==> src/rtl/stopwatch_pkg.sv <==
// Shared definitions for the stopwatch controller: controller state
// encoding, counter width and the default wrap limits for minutes/seconds.
package stopwatch_pkg;

  typedef enum logic [1:0] {
    ST_PAUSE  = 2'd0,
    ST_RUN    = 2'd1,
    ST_ADJUST = 2'd2
  } sw_state_e;

  localparam int unsigned CNT_W       = 6;
  localparam int unsigned DEF_MAX_MIN = 59;
  localparam int unsigned DEF_MAX_SEC = 59;

endpackage

==> src/rtl/mod_counter.sv <==
// Modulo-(MAX+1) up counter used for the seconds and minutes fields.
//   clk   : system clock
//   rst_n : asynchronous active-low reset, clears value
//   clr   : synchronous clear, has priority over inc
//   inc   : advance by one; MAX (or any out-of-range value) goes to 0
//   value : current count, 0..MAX
//   wrap  : 1 when inc is applied while value == MAX (carry out)
module mod_counter
  import stopwatch_pkg::*;
#(
  parameter int unsigned MAX = 59
) (
  input  logic             clk,
  input  logic             rst_n,
  input  logic             clr,
  input  logic             inc,
  output logic [CNT_W-1:0] value,
  output logic             wrap
);

  localparam logic [CNT_W-1:0] MAX_V = CNT_W'(MAX);

  assign wrap = inc && (value == MAX_V);

  always_ff @(posedge clk or negedge rst_n) begin
    if (!rst_n) begin
      value <= '0;
    end else if (clr) begin
      value <= '0;
    end else if (inc) begin
      // >= rather than == so a corrupted value recovers on its next step
      value <= (value >= MAX_V) ? '0 : value + CNT_W'(1);
    end
  end

endmodule

==> src/rtl/stopwatch_ctrl.sv <==
// Stopwatch controller: RUN / PAUSE / ADJUST state machine, carry gating
// between the seconds and minutes counters, and the adjust-mode blink flag.
//   clk, rst_n          : clock, asynchronous active-low reset
//   tick_1hz, tick_2hz  : single-cycle count / adjust-blink enables
//   pause_p, clear_p    : single-cycle debounced button pulses
//   adj, sel            : adjust mode level, field select (0 sec, 1 min)
//   min, sec            : registered count values
//   blank_min/blank_sec : blank the corresponding digits while blinking
//   running             : registered, 1 in RUN
module stopwatch_ctrl
  import stopwatch_pkg::*;
#(
  parameter int unsigned MAX_MIN = DEF_MAX_MIN,
  parameter int unsigned MAX_SEC = DEF_MAX_SEC
) (
  input  logic       clk,
  input  logic       rst_n,
  input  logic       tick_1hz,
  input  logic       tick_2hz,
  input  logic       pause_p,
  input  logic       clear_p,
  input  logic       adj,
  input  logic       sel,
  output logic [5:0] min,
  output logic [5:0] sec,
  output logic       blank_min,
  output logic       blank_sec,
  output logic       running
);

  sw_state_e state_q, state_d;
  logic      blink_q, blink_d;
  logic      sel_q;
  logic      running_q;
  logic      sec_inc, min_inc;
  logic      sec_wrap;
  logic      unused_min_wrap;
  logic      in_run, in_adj;

  assign in_run = (state_q == ST_RUN);
  assign in_adj = (state_q == ST_ADJUST);

  // Minutes advance on a seconds carry in RUN only; adjust never carries.
  assign sec_inc = (in_run && tick_1hz) || (in_adj && tick_2hz && !sel);
  assign min_inc = (in_run && tick_1hz && sec_wrap) || (in_adj && tick_2hz && sel);

  mod_counter #(.MAX(MAX_SEC)) u_sec (
    .clk   (clk),
    .rst_n (rst_n),
    .clr   (clear_p),
    .inc   (sec_inc),
    .value (sec),
    .wrap  (sec_wrap)
  );

  mod_counter #(.MAX(MAX_MIN)) u_min (
    .clk   (clk),
    .rst_n (rst_n),
    .clr   (clear_p),
    .inc   (min_inc),
    .value (min),
    .wrap  (unused_min_wrap)
  );

  always_comb begin
    state_d = state_q;
    if (adj) begin
      state_d = ST_ADJUST;
    end else if (in_adj) begin
      state_d = ST_PAUSE;
    end else if (pause_p) begin
      state_d = in_run ? ST_PAUSE : ST_RUN;
    end
  end

  // Held at 0 outside ADJUST so entry always starts visible; a select
  // change restarts the phase visible as well.
  always_comb begin
    blink_d = blink_q;
    if (!in_adj || (sel != sel_q)) begin
      blink_d = 1'b0;
    end else if (tick_2hz) begin
      blink_d = !blink_q;
    end
  end

  always_ff @(posedge clk or negedge rst_n) begin
    if (!rst_n) begin
      state_q   <= ST_PAUSE;
      blink_q   <= 1'b0;
      sel_q     <= 1'b0;
      running_q <= 1'b0;
    end else begin
      state_q   <= state_d;
      blink_q   <= blink_d;
      sel_q     <= sel;
      running_q <= (state_d == ST_RUN);
    end
  end

  // Blank select uses the registered sel so it moves on the same edge
  // that forces the blink phase back to visible.
  assign blank_min = in_adj && sel_q && blink_q;
  assign blank_sec = in_adj && !sel_q && blink_q;
  assign running   = running_q;

endmodule
==> config.mk <==
export PLATFORM = sky130hd
export DESIGN_NAME = stopwatch_ctrl
export DESIGN_NICKNAME = d
export VERILOG_FILES = /design/src/rtl/stopwatch_pkg.sv /design/src/rtl/mod_counter.sv /design/src/rtl/stopwatch_ctrl.sv
export SDC_FILE = /design/constraint.sdc
export NUM_CORES = 1
export LEC_CHECK = 0
export ABC_AREA = 1
export CORE_ASPECT_RATIO = 1.25
export CORE_MARGIN = 5
export CORE_UTILIZATION = 45
export DETAILED_ROUTE_END_ITERATION = 10
export DONT_BUFFER_PORTS = 1
export PLACE_DENSITY = 0.64
export RECOVER_POWER = 50
export SKIP_LAST_GASP = 1
export SLEW_MARGIN = 5
export SYNTH_ARGS = -nofsm -noshare
export SYNTH_HDL_FRONTEND = slang
export SYNTH_HIERARCHICAL = 1
export SYNTH_SLANG_ARGS = --single-unit
==> constraint.sdc <==
create_clock -name clk -period 5.8 [get_ports clk]
set_clock_uncertainty 0.2 [all_clocks]
set_input_delay 1.16 -clock clk [delete_from_list [all_inputs] [get_ports clk]]
set_output_delay 1.16 -clock clk [all_outputs]
set_load 0.02 [all_outputs]
======== After elaboration in Yosys (flattened, before gate mapping) ========
Cells that the tools add are included.
word-level totals
  memories kept ........................... 0
  bits in registers ....................... 17
  memory bits (read-only) ................. 0
  bits in latches ......................... 0
  bits in writable memories ............... 0
  input bits .............................. 8
operators by class
  $add $sub $neg .......................... 2
  magnitude comparators ................... 2
  divide/modulo/power cells ............... 0
  bitwise gates (word level) .............. 0
  equal/unequal tests ..................... 5
  $mul .................................... 0
  reductions and logical operators ........ 20
  muxes and demuxes ....................... 12
  shifts and indexed selects .............. 0
operator list
  cell                 number
  $mux 6               6
  $add 6x1->6 const B  2
  $ge 6x6->1 const B   2
  $logic_and 1x1->1    10
  $eq 6x6->1 const B   1
  $mux 2               3
  $reduce_bool 2->1    3
  $eq 2x1->1 const B   2
  $logic_not 1->1      4
  $logic_or 1x1->1     3
  $mux 1               3
  $eq 2x2->1 const B   1
  $ne 1x1->1           1

======== Depth between registers and ports, before layout ========
Gate-level depths: netlist of run 1.
  word-level depth ........................ 9
  mapped depth ............................ 12
  gate-level depth less buffers ........... 12

======== Cells and area by module ========
The synthesis of run 1 kept the hierarchy.
by module, submodules not included
  module          area an instance (um^2)  instances  cells each  seq. area each (um^2)
  mod_counter     351.6                    2          47          150.1
  stopwatch_ctrl  244.0                    1          33          125.1

======== Least setup slack after synthesis of run 1 ========
OpenSTA, ideal clock, no wires.
  path kind ............................... in2reg
  from .................................... input port tick_2hz
  to ...................................... register u_min.value[3]
  stages on the path ...................... 10
  path slack .............................. 3222 ps
  arrival time ............................ 2301 ps
  required time ........................... 5523 ps
  path through ............................ nand2_1 -> o21ai_1 -> nand3_1 -> nor3_1 -> nand4_1 -> o21ai_1 -> nor2_2 -> nor2_1 -> nor2_1 -> a21oi_1
on the way
  longest elaborated chain between the ends .. 7
  elaborated cells between the ends (all ways) .. 8
  classes of those cells .................. reduce/logical (8)
RTL lines
  what                             line                  RTL
  from (decl)                      stopwatch_ctrl.sv:19  input logic tick_2hz,
  $logic_and 1x1->1 (2 in series)  stopwatch_ctrl.sv:44  assign sec_inc = (in_run && tick_1hz) || (in_adj && tick_2hz && !sel);
  $logic_or 1x1->1                 stopwatch_ctrl.sv:44
  net sec_inc                      stopwatch_ctrl.sv:35  logic sec_inc, min_inc;
  $logic_and 1x1->1                mod_counter.sv:23     assign wrap = inc && (value == MAX_V);
  net sec_wrap                     stopwatch_ctrl.sv:36  logic sec_wrap;
  $logic_and 1x1->1                stopwatch_ctrl.sv:45  assign min_inc = (in_run && tick_1hz && sec_wrap) || (in_adj && tick_2hz && sel);
  $logic_or 1x1->1                 stopwatch_ctrl.sv:45
  net min_inc                      stopwatch_ctrl.sv:35
  $reduce_bool 2->1 (no line)      --
  to (signal assigned)             mod_counter.sv:32     value <= (value >= MAX_V) ? '0 : value + CNT_W'(1);
  to (decl)                        mod_counter.sv:17     output logic [CNT_W-1:0] value,
The timed path passes the listed nets, and every way through them passes these cells.
A chain may end at the register's enable or synchronous reset.

======== Worst setup path after layout of run 1 ========
  from .................................... register state_q[0]
  to ...................................... output port blank_min
on the way
  longest elaborated chain between the ends .. 3
RTL lines
  what                             line                   RTL
  from (decl)                      stopwatch_ctrl.sv:31   sw_state_e state_q, state_d;
  from (signal assigned)           stopwatch_ctrl.sv:94   state_q <= state_d;
  $eq 2x2->1                       stopwatch_ctrl.sv:41   assign in_adj = (state_q == ST_ADJUST);
  $logic_and 1x1->1 (2 in series)  stopwatch_ctrl.sv:103  assign blank_min = in_adj && sel_q && blink_q;
  to (decl)                        stopwatch_ctrl.sv:26   output logic blank_min,
Every way passes these cells.

==> impl_metrics.toml, run 1 <==
[outcome]
status = "complete, no violations"

[clock_tree]
cts_tree = "yes"
cts_inserted_buffers = 3
clock_h_tree_levels = 1
clockRootBuffer = "sky130_fd_sc_hd__clkbuf_4"
clk_latency_ns = 0.29
cts.reportedPaths.clkPinSlew_ns = 0.10
cts.path.max_buffers = 2
cts_hold_repair.buffers = 0
clock_sink_total = 17
post_cts.repair.setup_buffers = 0
post_cts.resized_instances = 0

[placed_design]
last_weighted_congestion_value_of_the_routability_driven_placer = 0.7603
place.detailed.hpwl_um = 1462
port_buffers = 0
place_worst_setup_slack_ns = 3.096
post_place_cell_area_um2 = 962.2
placed_cells = 145

[synth]
syn_nets = 135
postSynthAreaPerCell_um2 = 7.497
number_of_warnings_printed_during_yosys_synthesis = 6
syn_inst = 125
synth_area_um2 = 937.1

[run]
max_capacitance_violation_count = 0

[route]
drt-vias-per-instance = 5.181
maxUsedRoutingLayer = "met4"
routed-wl-met2_um = 953
avgRoutedWirePerCell_um = 12.74
ant_nets = 0
met1_length_um = 765
met3_length_um = 157
detailedRoute.firstPassIterationCount = 4
detailroute.via_count = 772
wl_um = 1899
drc_errors = 0
number_of_drc_violations_after_detailed_routing_iteration_0 = 10

[timing]
tns_ns = 0
fin_ws_ns = 3.109
period_share = 0.4639
final.min_clock_period_ns = 2.691
worst_slew_pin_slew_ns = 0.4638
final-setup-viol-count = 0
rsz0062_at_grt = "false"
number_of_max_slew_violations_in_the_final_report = 0
fmaxAchievable_mhz = 371.7
hold_viol_final = 0
worst_case_headroom_to_the_max_slew_limit = 0.6897

[layout]
layout_common_cells = "sky130_fd_sc_hd__nand2_1 (40), sky130_fd_sc_hd__inv_1 (17), sky130_fd_sc_hd__dfrtp_1 (17)"
antenna_cells_inserted = 0
sequential_cell_area_um2 = 425.4
layoutNonFillerInstCount = 149
layout.cells.most_common = "sky130_fd_sc_hd__nand2_1"
multi_input_comb_area_um2 = 445.4
final_core_util = 0.4981
layout.filler_cells = 186
finalInstanceArea_um2 = 987.2
syn_to_final_growth_pct = 5.340
fin_nets = 140
final_layout_size_suffix_gt1_frac = 0.1240

[critical_path]
worstPathMaxFanout = 5
critPathArrivalTime_ns = 1.33
setup.worst_path.end_class = "output pin"
critical_path_class = "reg2out"
critical_path_required_ns = 4.44
worst_setup_start_kind = "flip-flop"

[global_route]
grt_first_pass_wirelength_um = 3263
grt_antenna_before_repair = 0
grt_max_degree = 18
grt_overflow = 0
grt_util_all_layers = 0.1410
first_global_vias = 780

[floorplanning]
start_util = 0.4729
pin_count = 23
die_area_um2 = 3101
vertical_die_dimension_um = 61.02
placement_row_count = 18
die_width_um = 50.82
core-area_um2 = 1982

[hold_path]
hold_removal_path_class = "in2async"

[pwr]
vdd_ir_drop_max_uv = 111.7
leakagePower_nw = 0.4946
power.density_cell_area_nw_per_um2 = 205.8
## routing by layer
metal,vias to the layer above,GRT usage
met2,23,0.2411
met4,0,0.08029
met5,-,0
met3,2,0.05327
met1,347,0.1484
li1,400,-
## path summary, 6_finish.rpt
path,from,end,slack (ns),depth (start not counted)
max,state_q[0]$_DFF_PN0_,blank_min,3.11,3
min,rst_n,u_min/value[1]$_DFFE_PN0P_,0.35,0
max reg2reg,state_q[0]$_DFF_PN0_,u_min/value[3]$_DFFE_PN0P_,3.52,11
min reg2reg,blink_q$_DFFE_PN0P_,blink_q$_DFFE_PN0P_,0.35,3
max in group asynchronous,rst_n,u_sec/value[1]$_DFFE_PN0P_,4.97,0
min in group clk,blink_q$_DFFE_PN0P_,blink_q$_DFFE_PN0P_,0.35,3
## where the power goes
part / switching, mW / total [mW] / internal (mW)
logic: 0.00941 / 0.0139 / 0.00451
clock network: 0.0368 / 0.0624 / 0.0256
registers: 0.00523 / 0.127 / 0.122
total: 0.0515 / 0.203 / 0.152
## worst max-delay path, stage by stage, from the launching register on
cell and delay [ns]:
sky130_fd_sc_hd__dfrtp_1 0.44, sky130_fd_sc_hd__nor2_2 0.18, sky130_fd_sc_hd__nand2_1 0.11, sky130_fd_sc_hd__nor2_1 0.32
## final cells by class
cell class              count  share of cell area
clock buffers               3             0.02281
well taps                  20             0.02535
clock inverters             1            0.005070
multi-input cells          91              0.4512
flip-flops and latches     17              0.4309
inverters                  17             0.06464
## registers in the layout (all words and copies together), names as in the netlist
register and cells:
blink_q 1, u_min/value 6, running 1, sel_q 1, u_sec/value 6, state_q 2
## metrics by stage
step / power, mW / hold WS, ns
finish: 0.2032 / 0.3498
global route: 0.2170 / 0.3059
CTS: 0.2063 / 0.3398
detailed placement: 0.1433 / 0.3317
global placement: 0.1431 / 0.3276
floorplan: 0.1402 / 0.3080
Power figures use the tool's default switching activity.
==> run 2: changes to the inputs <==
PLACE_DENSITY = 0.66   (was 0.64)
clock period = 2.37 ns   (was 5.8 ns; I/O delays follow)
==> run 2 against run 1 <==
  * Final cell count up 2.7%
  * Sequential share of layout area decreased by 1.5 points
  * Die area unchanged
  * Sequential power is 140% higher
  * Sequential cell count did not move
  * Routed wire length increased by 3.3%
  * Final area rose by 3.7%
==> impl_metrics.toml, run 2 (same netlist as run 1, synthesis figures left out) <==
[outcome]
status = "complete, no violations"

[route]
avgRoutedWirePerCell_um = 12.82
number_of_drc_violations_after_detailed_routing_iteration_0 = 26
drt-vias-per-instance = 5.105
detailedRoute.firstPassIterationCount = 4
ant_nets = 0
drc_errors = 0
wl_um = 1962
detailroute.via_count = 781

[clock_tree]
clockRootBuffer = "sky130_fd_sc_hd__clkbuf_4"
clock_h_tree_levels = 1
cts_tree = "yes"
clock_sink_total = 17
cts.reportedPaths.clkPinSlew_ns = 0.09
cts_inserted_buffers = 3
post_cts.resized_instances = 0
clk_latency_ns = 0.29
cts.path.max_buffers = 2

[global_route]
first_global_vias = 763
grt_antenna_before_repair = 0
grt_max_degree = 18
grt_overflow = 0
grt_first_pass_wirelength_um = 3236
grt_util_all_layers = 0.1411

[pwr]
power.density_cell_area_nw_per_um2 = 497.7
vdd_ir_drop_max_uv = 331.7
clock_network_fraction_of_total_power = 0.301
leakagePower_nw = 0.5109
switching_fraction_of_total_power = 0.2552
comb_power_share = 0.097
internal_power_mw = 0.3794
p_switching_mw = 0.1300
power.sequential.fraction = 0.603

[layout]
multi_input_comb_area_um2 = 447.9
layout.cells.most_common = "sky130_fd_sc_hd__nand2_1"
final_core_util = 0.5164
fin_nets = 144
layout_common_cells = "sky130_fd_sc_hd__nand2_1 (40), sky130_fd_sc_hd__inv_1 (17), sky130_fd_sc_hd__dfrtp_1 (17)"
layout_top_registers = "u_min/value: 6 flops, u_sec/value: 6 flops, state_q: 2 flops"
final_layout_size_suffix_gt1_frac = 0.1353
layout.filler_cells = 189
syn_to_final_growth_pct = 9.212
antenna_cells_inserted = 0
sequential_cell_area_um2 = 425.4

[critical_path]
setup.worst_path.end_class = "flip-flop"
slowest_delay_ns = 0.43
worst_setup_start_kind = "flip-flop"
critical_path_required_ns = 2.40
worstPathMaxFanout = 7
worst_path_dominant_cell_family = "simple AND/OR/NAND/NOR gates"
cp_num_buf_inv = 0
critical-path-slowest-cell = "sky130_fd_sc_hd__dfrtp_1"
critPathArrivalTime_ns = 2.13
r2r_start = "state_q[0]$_DFF_PN0_"
critPathLaunch = "state_q[0]$_DFF_PN0_"
critical_path_class = "reg2reg"
crit_chain = "nor2_2 > nand2_1 > o21ai_1 > nand3_1 > nor3_1 > nand4_1 > o21ai_1 > nor2_2 > nor2_1 > nor2_1 > a21oi_1"

[timing]
number_of_max_slew_violations_in_the_final_report = 0
rsz0062_at_grt = "false"
fmaxAchievable_mhz = 474.5
hold_viol_final = 0
worst_slew_pin_slew_ns = 0.7880
worst_case_headroom_to_the_max_slew_limit = 0.4729
tns_ns = 0
final-setup-viol-count = 0
final.min_clock_period_ns = 2.108
period_share = 0.8893

[hold_path]
min-delay-start = "adj"
hold_removal_path_class = "in2reg"

[floorplanning]
placement_row_count = 18
start_util = 0.4729
pin_count = 23
die_width_um = 50.82
vertical_die_dimension_um = 61.02
core-area_um2 = 1982
die_area_um2 = 3101

[placed_design]
last_weighted_congestion_value_of_the_routability_driven_placer = 0.8238
place.detailed.hpwl_um = 1506
port_buffers = 0

[run]
max_capacitance_violation_count = 0
-- run 2: changes by cell type in the layout (fill, tap and decap cells not counted) --
cell and delta:
sky130_fd_sc_hd__buf_4 +2, sky130_fd_sc_hd__clkbuf_1 +1, sky130_fd_sc_hd__clkinv_2 -1, sky130_fd_sc_hd__dlygate4sd3_1 +2, sky130_fd_sc_hd__nor2_1 -1, sky130_fd_sc_hd__nor2_2 +1, sky130_fd_sc_hd__o21ai_0 -1, sky130_fd_sc_hd__o21ai_1 +1
-- run 2: metal layers --
layer	share of wire	global-route usage	wire (um)	vias up
met4	0	0.09489	0	0
met1	0.39	0.1549	766	359
met3	0.051	0.04358	100	0
li1	-	-	-	408
met2	0.56	0.2340	1096	14
met5	0	0	0	-
-- run 2: power by group through the flow --
| stage | clock, mW | combinational [mW] | sequential, mW |
|---|---|---|---|
| 2_1_floorplan | 0 | 0.0288 | 0.314 |
| 3_3_place_gp | 0 | 0.0404 | 0.313 |
| 3_5_place_dp | 0 | 0.0414 | 0.313 |
| 4_1_cts | 0.163 | 0.0502 | 0.307 |
| 5_1_grt | 0.177 | 0.0564 | 0.308 |
| 6_report | 0.153 | 0.0493 | 0.307 |
-- run 2: what timing repair did --
action | in CTS | in global routing
hold endpoints to repair | 18 | 0
hold buffers | 2 | 0
buffers inserted | 0 | 0
-- run 2: path summary, 6_finish.rpt --
kind | end | slack [ns] | cells past startpoint
max in group asynchronous | u_sec/value[5]$_DFFE_PN0P_ | 0.98 | 1
min reg2reg | blink_q$_DFFE_PN0P_ | 0.35 | 3
min | state_q[1]$_DFF_PN0_ | 0.08 | 1
min in group asynchronous | u_min/value[3]$_DFFE_PN0P_ | 0.50 | 1
max reg2reg | u_min/value[3]$_DFFE_PN0P_ | 0.26 | 11
max | u_min/value[3]$_DFFE_PN0P_ | 0.26 | 11
-- run 2: through the flow --
| step | cells | hold WS [ns] | setup slack [ns] | cell area, um2 | total power, mW |
|---|---|---|---|---|---|
| global placement | 147 | -0.02109 | 0.4063 | 977.2 | 0.3535 |
| detailed placement | 147 | -0.02116 | 0.3351 | 977.2 | 0.3544 |
| CTS | 153 | 0.06985 | 0.2918 | 1023 | 0.5206 |
| floorplan | 125 | -0.02159 | 0.4240 | 937.1 | 0.3430 |
| global route | 153 | 0.06805 | 0.01289 | 1023 | 0.5414 |
| finish | 153 | 0.08237 | 0.2624 | 1023 | 0.5094 |
-- run 2: cell type report --
type                       instances  area share
timing repair buffer               4     0.03423
tap                               20     0.02445
inverter                          17     0.06235
sequential                        17      0.4156
multi-input combinational         91      0.4377
clock buffer                       4     0.02567
